`src/rtl/reg_read_stage_pkg.sv`:
```
// Shared basic types and constants for the decode/read/writeback path.
package reg_read_stage_pkg;

   typedef logic [31:0] UIntX;
   typedef logic [31:0] Addr;
   typedef logic [31:0] Inst;
   typedef logic [7:0]  IId;

   typedef enum logic {
      REN_X = 1'b0,
      REN_S = 1'b1
   } ren_t;

   typedef struct packed {
      ren_t       rf_wen;
      logic [4:0] wb_addr;
   } Ctrl;

   localparam IId          IID_RANDOM = 8'hA5;
   localparam int unsigned REG_COUNT  = 32;

   // x0 writes are architecturally discarded, so they never count as writes.
   function automatic logic writes_reg(input Ctrl c);
      return (c.rf_wen == REN_S) && (c.wb_addr != 5'd0);
   endfunction

endpackage

```
`src/rtl/reg_read_stage_scoreboard.sv`:
```
// Per-register pending-write counters with writeback retire detection.
module reg_scoreboard
   import reg_read_stage_pkg::*;
#(
   parameter int unsigned SB_CNT_W = 2
)
(
   input  logic       clk,
   input  logic       reset,
   input  logic       wb_valid,
   input  IId         wb_inst_id,
   input  logic       wb_wen,
   input  logic [4:0] wb_addr,
   output logic       retire_en,
   output logic [4:0] retire_addr,
   input  logic       issue_en,
   input  logic [4:0] issue_addr,
   input  logic       hold_en,
   input  logic [4:0] hold_addr,
   input  logic [4:0] rs1,
   input  logic [4:0] rs2,
   input  logic       rd_wen,
   input  logic [4:0] rd,
   output logic       busy1,
   output logic       busy2,
   output logic       full_rd
);

   localparam logic [SB_CNT_W-1:0] CNT_ONE = SB_CNT_W'(1);
   localparam logic [SB_CNT_W-1:0] CNT_MAX = '1;

   logic [SB_CNT_W-1:0] pend [REG_COUNT];
   IId                  saved_wb_id;
   logic                wb_new;
   logic                ret1, ret2, ret_rd, hold1, hold2, hold_rd;
   logic [SB_CNT_W:0]   rd_load, rd_limit;

   assign wb_new      = wb_valid && (wb_inst_id != saved_wb_id);
   assign retire_en   = wb_new && wb_wen;
   assign retire_addr = wb_addr;

   always_comb begin
      ret1    = retire_en && (retire_addr == rs1);
      ret2    = retire_en && (retire_addr == rs2);
      ret_rd  = retire_en && (retire_addr == rd);
      hold1   = hold_en && (hold_addr == rs1);
      hold2   = hold_en && (hold_addr == rs2);
      hold_rd = hold_en && (hold_addr == rd);
      // A retiring last write frees the source in the same cycle.
      busy1 = (rs1 != 5'd0) &&
              (hold1 || ((pend[rs1] != '0) && !(ret1 && (pend[rs1] == CNT_ONE))));
      busy2 = (rs2 != 5'd0) &&
              (hold2 || ((pend[rs2] != '0) && !(ret2 && (pend[rs2] == CNT_ONE))));
      // The writer held downstream will be counted before this one, so include it.
      rd_load  = {1'b0, pend[rd]} + {{SB_CNT_W{1'b0}}, hold_rd};
      rd_limit = {1'b0, CNT_MAX} + {{SB_CNT_W{1'b0}}, ret_rd};
      full_rd  = rd_wen && (rd_load >= rd_limit);
   end

   always_ff @(posedge clk) begin
      if (reset) begin
         saved_wb_id <= IID_RANDOM;
         for (int unsigned i = 0; i < REG_COUNT; i++) begin
            pend[i] <= '0;
         end
      end else begin
         if (wb_valid) begin
            saved_wb_id <= wb_inst_id;
         end
         pend[0] <= '0;
         for (int unsigned i = 1; i < REG_COUNT; i++) begin
            if (issue_en && (issue_addr == 5'(i)) && !(retire_en && (retire_addr == 5'(i)))) begin
               pend[i] <= pend[i] + CNT_ONE;
            end else if (retire_en && (retire_addr == 5'(i)) && !(issue_en && (issue_addr == 5'(i)))) begin
               pend[i] <= pend[i] - CNT_ONE;
            end
         end
      end
   end

endmodule

```
`src/rtl/reg_read_stage.sv`:
```
// Operand-read stage: hazard-checked register reads with writeback forwarding.
module reg_read_stage
   import reg_read_stage_pkg::*;
#(
   parameter int unsigned SB_CNT_W = 2
)
(
   input  logic       clk,
   input  logic       reset,
   input  UIntX       regfile [REG_COUNT],
   input  logic       flush,
   input  logic       id_valid,
   output logic       id_ready,
   input  Addr        id_pc,
   input  Inst        id_inst,
   input  IId         id_inst_id,
   input  Ctrl        id_ctrl,
   input  logic [4:0] id_rs1,
   input  logic [4:0] id_rs2,
   input  logic       wb_valid,
   input  IId         wb_inst_id,
   input  Ctrl        wb_ctrl,
   input  UIntX       wb_wdata,
   output logic       ds_valid,
   input  logic       ds_ready,
   output Addr        ds_pc,
   output Inst        ds_inst,
   output IId         ds_inst_id,
   output Ctrl        ds_ctrl,
   output UIntX       ds_op1,
   output UIntX       ds_op2
);

   logic       retire_en;
   logic [4:0] retire_addr;
   logic       busy1, busy2, full_rd;
   logic       hold_en, issue_en, id_fire;
   logic       id_wen, wb_wen;
   UIntX       op1, op2;

   assign id_wen   = writes_reg(id_ctrl);
   assign wb_wen   = writes_reg(wb_ctrl);
   assign hold_en  = ds_valid && writes_reg(ds_ctrl);
   // A flushed instruction never reaches execute, so it is never counted.
   assign issue_en = hold_en && ds_ready && !flush;

   reg_scoreboard #(.SB_CNT_W(SB_CNT_W)) u_sb (
      .clk         (clk),
      .reset       (reset),
      .wb_valid    (wb_valid),
      .wb_inst_id  (wb_inst_id),
      .wb_wen      (wb_wen),
      .wb_addr     (wb_ctrl.wb_addr),
      .retire_en   (retire_en),
      .retire_addr (retire_addr),
      .issue_en    (issue_en),
      .issue_addr  (ds_ctrl.wb_addr),
      .hold_en     (hold_en),
      .hold_addr   (ds_ctrl.wb_addr),
      .rs1         (id_rs1),
      .rs2         (id_rs2),
      .rd_wen      (id_wen),
      .rd          (id_ctrl.wb_addr),
      .busy1       (busy1),
      .busy2       (busy2),
      .full_rd     (full_rd)
   );

   always_comb begin
      op1 = regfile[id_rs1];
      if (retire_en && (retire_addr == id_rs1)) begin
         op1 = wb_wdata;
      end
      if (id_rs1 == 5'd0) begin
         op1 = '0;
      end
      op2 = regfile[id_rs2];
      if (retire_en && (retire_addr == id_rs2)) begin
         op2 = wb_wdata;
      end
      if (id_rs2 == 5'd0) begin
         op2 = '0;
      end
   end

   assign id_ready = !(busy1 || busy2 || full_rd) && (!ds_valid || ds_ready) && !flush;
   assign id_fire  = id_valid && id_ready;

   always_ff @(posedge clk) begin
      if (reset) begin
         ds_valid   <= 1'b0;
         ds_pc      <= '0;
         ds_inst    <= '0;
         ds_inst_id <= '0;
         ds_ctrl    <= '0;
         ds_op1     <= '0;
         ds_op2     <= '0;
      end else begin
         if (flush) begin
            ds_valid <= 1'b0;
         end else if (id_fire) begin
            ds_valid <= 1'b1;
         end else if (ds_ready) begin
            ds_valid <= 1'b0;
         end
         if (id_fire) begin
            ds_pc      <= id_pc;
            ds_inst    <= id_inst;
            ds_inst_id <= id_inst_id;
            ds_ctrl    <= id_ctrl;
            ds_op1     <= op1;
            ds_op2     <= op2;
         end
      end
   end

endmodule

```
`config.mk`:
```
export PLATFORM = sky130hd
export DESIGN_NAME = reg_read_stage
export DESIGN_NICKNAME = d
export VERILOG_FILES = /design/src/rtl/reg_read_stage_pkg.sv /design/src/rtl/reg_read_stage_scoreboard.sv /design/src/rtl/reg_read_stage.sv
export SDC_FILE = /design/constraint.sdc
export NUM_CORES = 1
export LEC_CHECK = 0
export BUFFER_PORTS_ARGS = -buffer_cell sky130_fd_sc_hd__buf_2
export CAP_MARGIN = 15
export CORE_AREA = 4 4 509 511
export CTS_BUF_LIST = sky130_fd_sc_hd__clkbuf_16
export DETAILED_ROUTE_END_ITERATION = 10
export DIE_AREA = 0 0 513 515
export SYNTH_ARGS = -nofsm -noshare
export SYNTH_HDL_FRONTEND = slang
export SYNTH_SLANG_ARGS = --single-unit
```
`constraint.sdc`:
```
create_clock -name clk -period 13.5 [get_ports clk]
set_clock_uncertainty 0.05 [all_clocks]
set_input_delay 0 -clock clk [delete_from_list [all_inputs] [get_ports clk]]
set_output_delay 0 -clock clk [all_outputs]
set_load 0.02 [all_outputs]
```
* Yosys cells after proc, flatten, opt, wreduce, memory -nomap -nowiden *
Memory sizes are Yosys's and may differ from the RTL's.
Cells that the tools add are included.
Widths: inputs -> output; s select.

cells by class
  bitwise operators = 65
  magnitude comparators = 3
  multiplexer cells = 295
  equality and inequality tests = 71
  add/subtract/negate cells = 64
  reduce and logical (&&, ||, !) cells = 231

operator list
  cell                 count
  $bmux 32 s5          2
  $mux 32              8
  $mux 1               222
  $eq 5x5->1 const B   32
  $logic_and 1x1->1    148
  $mux 2               63
  $eq 5x4->1 const B   16
  $logic_not 1->1      67
  $or 1x1->1           63
  $add 2x1->2 const B  31
  $sub 2x1->2 const B  31
  $eq 5x3->1 const B   8
  $eq 5x5->1           6
  $reduce_bool 5->1    5
  $eq 5x2->1 const B   4
  $ge 6x6->1 const B   2
  $not 5->6            2
  $eq 5x1->1 const B   2
  $logic_not 5->1      2
  $ne 8x8->1           1
  $reduce_bool 2->1    3
  $logic_or 1x1->1     5
  $eq 2x1->1 const B   2
  $add 2x1->3          1
  other kinds (3)      3

word-level totals
  bits in writable memories = 64
  input bits = 1164
  memories kept = 1
  output and inout port bits = 144
  word-level logic and storage cells = 739
  bits in registers = 151

memories
  name       depth  width  read ports  clocked after Yosys merged registers in  wr ports  RTL line                         RTL
  u_sb.pend  32     2      34          0                                        32        reg_read_stage_scoreboard.sv:32  logic [SB_CNT_W-1:0] pend [REG_COUNT];

* Depth between registers and ports, before layout *
  depth in word-level cells = 16
  depth in mapped cells = 19
  gate-level depth less buffers = 16

* Cells and area by module *
From an unflattened synthesis, not the netlist that was laid out.

unflattened totals
  cells, all modules = 2351
  area total of the unflattened synthesis = 27392.5 µm²

by module, submodules not included
  module          instances  seq. area each (µm²)  area each (µm²)  cells each
  reg_read_stage  1          2862.7                21025.2          1713
  reg_scoreboard  1          2021.9                6367.4           638

* Worst setup path after synthesis *
No wires, ideal clock.

  path kind = input-to-reg
  from = input port id_ctrl[0] in the netlist's numbering
  to = register ds_op2[13]
  setup slack = 9232 ps
  library setup time = 121 ps
  data required time = 13329 ps
  buffers on the path = 3
  data arrival time = 4097 ps
  cell stages on the path = 16
  path through = buf_1 -> clkbuf_1 -> mux4_2 -> mux4_2 -> a21o_1 -> ha_1 -> inv_1 -> ha_1 -> nand2b_1 -> o21ai_0 -> nand3_1 -> o21ai_0 -> o2111ai_1 -> nor3_4 -> buf_6 -> mux2_2

on the way
  word-level cells in the longest chain between the ends = 10
  elaborated cells between the ends (all ways) = 16
  those cells by class = add/sub (2); order compare (1); eq/ne (2); reduce/logical (10); memory (1)

RTL lines
  what                                                                 RTL line                         RTL
  start, declared                                                      reg_read_stage.sv:17             input Ctrl id_ctrl,
  parallel branches: the longest is 4 deep, another holds $add 2x1->3  n/a
  $logic_and 1x1->1 (*)                                                reg_read_stage_scoreboard.sv:57  full_rd = rd_wen && (rd_load >= rd_limit);
  $logic_or 1x1->1 (*)                                                 reg_read_stage.sv:86             assign id_ready = !(busy1 || busy2 || full_rd) && (!ds_valid || ds_ready) && !flush;
  $logic_not 1->1 (*)                                                  reg_read_stage.sv:86
  $logic_and 1x1->1 (*) (2 in a row)                                   reg_read_stage.sv:86
  $logic_and 1x1->1 (*)                                                reg_read_stage.sv:87             assign id_fire = id_valid && id_ready;
  end signal, assigned                                                 reg_read_stage.sv:112            ds_op2 <= op2;
  end, declared                                                        reg_read_stage.sv:31             output UIntX ds_op2

Every way passes the cells marked *.
A chain may end at the register's enable or synchronous reset.

* Worst setup path in the final report *
  from = input port id_ctrl[0] in the netlist's numbering
  to = register ds_op1[22]

on the way
  word-level cells in the longest chain between the ends = 10
  elaborated cells between the ends (all ways) = 16
  those cells by class = add/sub (2); order compare (1); eq/ne (2); reduce/logical (10); memory (1)

RTL lines
  what                                                                 RTL line                         RTL
  parallel branches: the longest is 4 deep, another holds $add 2x1->3  n/a
  $logic_and 1x1->1 (*)                                                reg_read_stage_scoreboard.sv:57
  $logic_or 1x1->1 (*)                                                 reg_read_stage.sv:86
  $logic_not 1->1 (*)                                                  reg_read_stage.sv:86
  $logic_and 1x1->1 (*) (2 in a row)                                   reg_read_stage.sv:86
  $logic_and 1x1->1 (*)                                                reg_read_stage.sv:87
  end signal, assigned                                                 reg_read_stage.sv:111            ds_op1 <= op1;
  end, declared                                                        reg_read_stage.sv:30             output UIntX ds_op1,

Marked as above.

==> results.py <==
metrics = {
    "synthesis": {
        "synth_ff_type": "dfxtp_1",
        "synthesis.nets": 3376,
        "synth_cells": 2209,
        "syn-cell-area_um2": 28900,
        "yosys-top-cells-area": "mux4_2, dfxtp_1, edfxtp_1",
        "synthArstFlopShare": 0,
        "synth_edf_count": 62,
        "yosysWarnings": 0,
        "ys_seq_area_frac": 0.169,
        "synth_cell_types": 62,
        "synth_top_area_cell": "mux4_2",
        "synth_most_common_cell": "mux4_2",
        "synth-seq-cells": 213,
        "synth_top_area_frac": 0.527,
        "ys_top_cells_by_count": "mux4_2, nand2b_1, mux2i_1, dfxtp_1, clkbuf_1",
        "synth_area_per_cell_um2": 13.1,
    },
    "worst_setup_path": {
        "critical_path_class": "in2reg",
        "worstPathArrival_ns": 6.33,
        "worstRegToRegCells": 15,
        "reg2reg_setup_slack_ns": 7.73,
        "endpoint_kind": "flip-flop",
        "r2r-end": "ds_op1[22]",
        "cp_max_fo": 52,
        "r2r_start": "u_sb.pend[31][0]",
        "required_ns": 13.93,
        "cp-start-kind": "primary input",
    },
    "placement": {
        "placed_cells": 6669,
        "dpl_worst_slack_ns": 7.58,
        "dp_hpwl_um": 219000,
        "placed_area_um2": 38900,
        "port_buffers": 1307,
        "gp_congestion": 1.04,
    },
    "timing": {
        "finalSetupViolCount": 0,
        "tightest_slew_ns": 1.13,
        "slew_violations": 0,
        "fmax_mhz": 169,
        "rsz0062_at_grt": "false",
        "hold_viol": 0,
        "relSlewSlack": 0.244,
        "setup_tns_ns": 0,
        "final_critical_path_setup_slack_ns": 7.60,
        "period_share": 0.437,
        "period_minus_slack_ns": 5.90,
    },
    "grt": {
        "antenna_found_initial": 235,
        "grt_pass1_vias": 30500,
        "grt.total_usage": 0.184,
        "grt_pass1_wl_um": 319000,
        "grt_overflow_total": 0,
        "grt_max_degree": 135,
    },
    "drt": {
        "drt_iter0_markers": 3216,
        "wl_per_cell_um": 36.0,
        "ant_nets": 0,
        "drt_pass1_iterations": 5,
        "vias": 30500,
        "via_per_inst": 4.32,
        "wl_um": 254000,
        "drc": 0,
    },
    "floorplan": {
        "start_util": 0.114,
        "die-height_um": 515,
        "die_w_um": 513,
        "dieArea_um2": 264000,
        "ioPinCount": 1308,
        "core_um2": 254000,
        "num_rows": 185,
    },
    "cts": {
        "htreeDepth": 2,
        "clockBufferDepth": 3,
        "postCtsResizedCells": 0,
        "clk_pin_slew_worst_paths_ns": 0.06,
        "clk_latency_ns": 0.62,
        "cts-buffers-inserted": 37,
        "postCtsSetupBuffers": 0,
        "cts_tree": "done",
        "cts_sinks": 213,
        "clk_root_buffer_cell": "clkbuf_16",
    },
    "hold_path": {
        "hp-start": "wb_ctrl[2]",
        "hold_depth": 5,
        "hp-class": "in2reg",
        "min_to": "u_sb.pend[12][0]",
    },
    "layout": {
        "drive_gt1_frac": 0.621,
        "fin_cells": 7061,
        "final_area_um2": 41900,
        "area_growth_pct": 44.9,
        "final_nets": 4648,
    },
    "run_status": {
        "status": "finished, final reports clean",
    },
    "power": {
        "p_per_area_nw_per_um2": 70.9,
        "ir_worst_vdd_uv": 68.0,
        "p_leak_nw": 15.8,
    },
    "job": {
        "maxCapViolations": 0,
    },
}
cells in the final DEF (no fill, tap or decap), types with 6 or more instances in the layout:
cell           instances
a21o_1                15
nor3b_1                6
inv_1                 12
xnor2_1               46
nand2_1               40
or3_1                 12
a21oi_1               71
nand3b_1              14
nor3_1                24
mux2_2                79
nor2_1                89
edfxtp_1              62
xor2_1                46
o21ai_0               70
nand3_1               22
nand2b_1             175
dlygate4sd3_1        139
dfxtp_1              151
mux2i_1              165
buf_2               1297
and3_1                 7
a211oi_1              19
mux4_2               677
nor2b_1               80
clkbuf_16             37
diode_2              186
buf_4                 48
inv_6                  6
state kept, by name, indices dropped and copies added, names as in the netlist:
register	cells
ds_inst_id	8
ds_op2	32
ds_pc	32
ds_op1	32
u_sb.pend	62
ds_ctrl	6
u_sb.saved_wb_id	8
ds_inst	32
ds_valid	1
worst max path at each step:
stage | startpoint | to | slack [ns] | cells after the start
after floorplan | id_ctrl[0] | ds_op2[13] | 9.23 | 16
after global placement | id_ctrl[0] | ds_op2[22] | 7.41 | 16
after detailed placement | id_ctrl[0] | ds_op1[22] | 7.58 | 16
after CTS | id_ctrl[0] | ds_op1[22] | 7.67 | 17
after global routing | id_ctrl[0] | ds_op2[22] | 7.37 | 17
final | id_ctrl[0] | ds_op1[22] | 7.60 | 17
power breakdown:
group | internal, mW | switching, mW
Clock | 0.564 | 0.417
Combinational | 0.596 | 0.697
Sequential | 0.680 | 0.0208
Total | 1.84 | 1.13
stage by stage:
stage	hold WS, ns	total power, mW	util
global placement	0.187	1.97	0.153
floorplan	0.0679	1.34	-
detailed placement	0.189	1.98	0.153
global route	0.118	3.11	0.165
CTS	0.0351	3.05	0.163
finish	0.117	2.98	0.165
area by class of cell:
type	count	area (um^2)
well taps	3366	4210
diodes	186	465
repair buffers	1495	8410
flip-flops and latches	213	4880
clock buffers	37	926
clock inverters	30	265
multi-input cells	1727	22800
inverters	7	28.8
fillers	28300	212000
worst max-delay path: stages:
cell           delay, ns
dlygate4sd3_1       0.53
buf_2               0.59
mux4_2              0.61
mux4_2              0.49
a21o_1              0.20
ha_1                0.29
inv_1               0.05
ha_1                0.28
nand2b_1            0.17
o21ai_0             0.19
nand3_1             0.11
o21ai_0             0.20
o2111ai_1           0.23
nor3_4              0.31
buf_4               0.80
buf_4               0.70
mux2_2              0.42
metal layers:
| metal | GRT usage | wire length (um) |
|---|---|---|
| met5 | 0 | 670 |
| met3 | 0.0669 | 27300 |
| met1 | 0.205 | 90300 |
| met4 | 0.0945 | 15300 |
| met2 | 0.310 | 121000 |
logic make-up after synthesis:
family                   count (synthesis)  synth area share
multiplexers                           922             0.615
AND/OR/NAND/NOR                        493            0.0957
buffers and inverters                  269            0.0463
AO/OA/AOI/OAI                          217            0.0452
flip-flops                             213             0.169
XOR/XNOR                                92            0.0278
adder cells (fa/ha/maj)                  3           0.00130
timing repair:
item | in CTS | in global routing
hold buffers | 139 | 0
endpoints found under the hold margin | 167 | 0
endpoints found under the setup margin | 0 | 0
No activity file was read; power rests on OpenSTA's default activity.
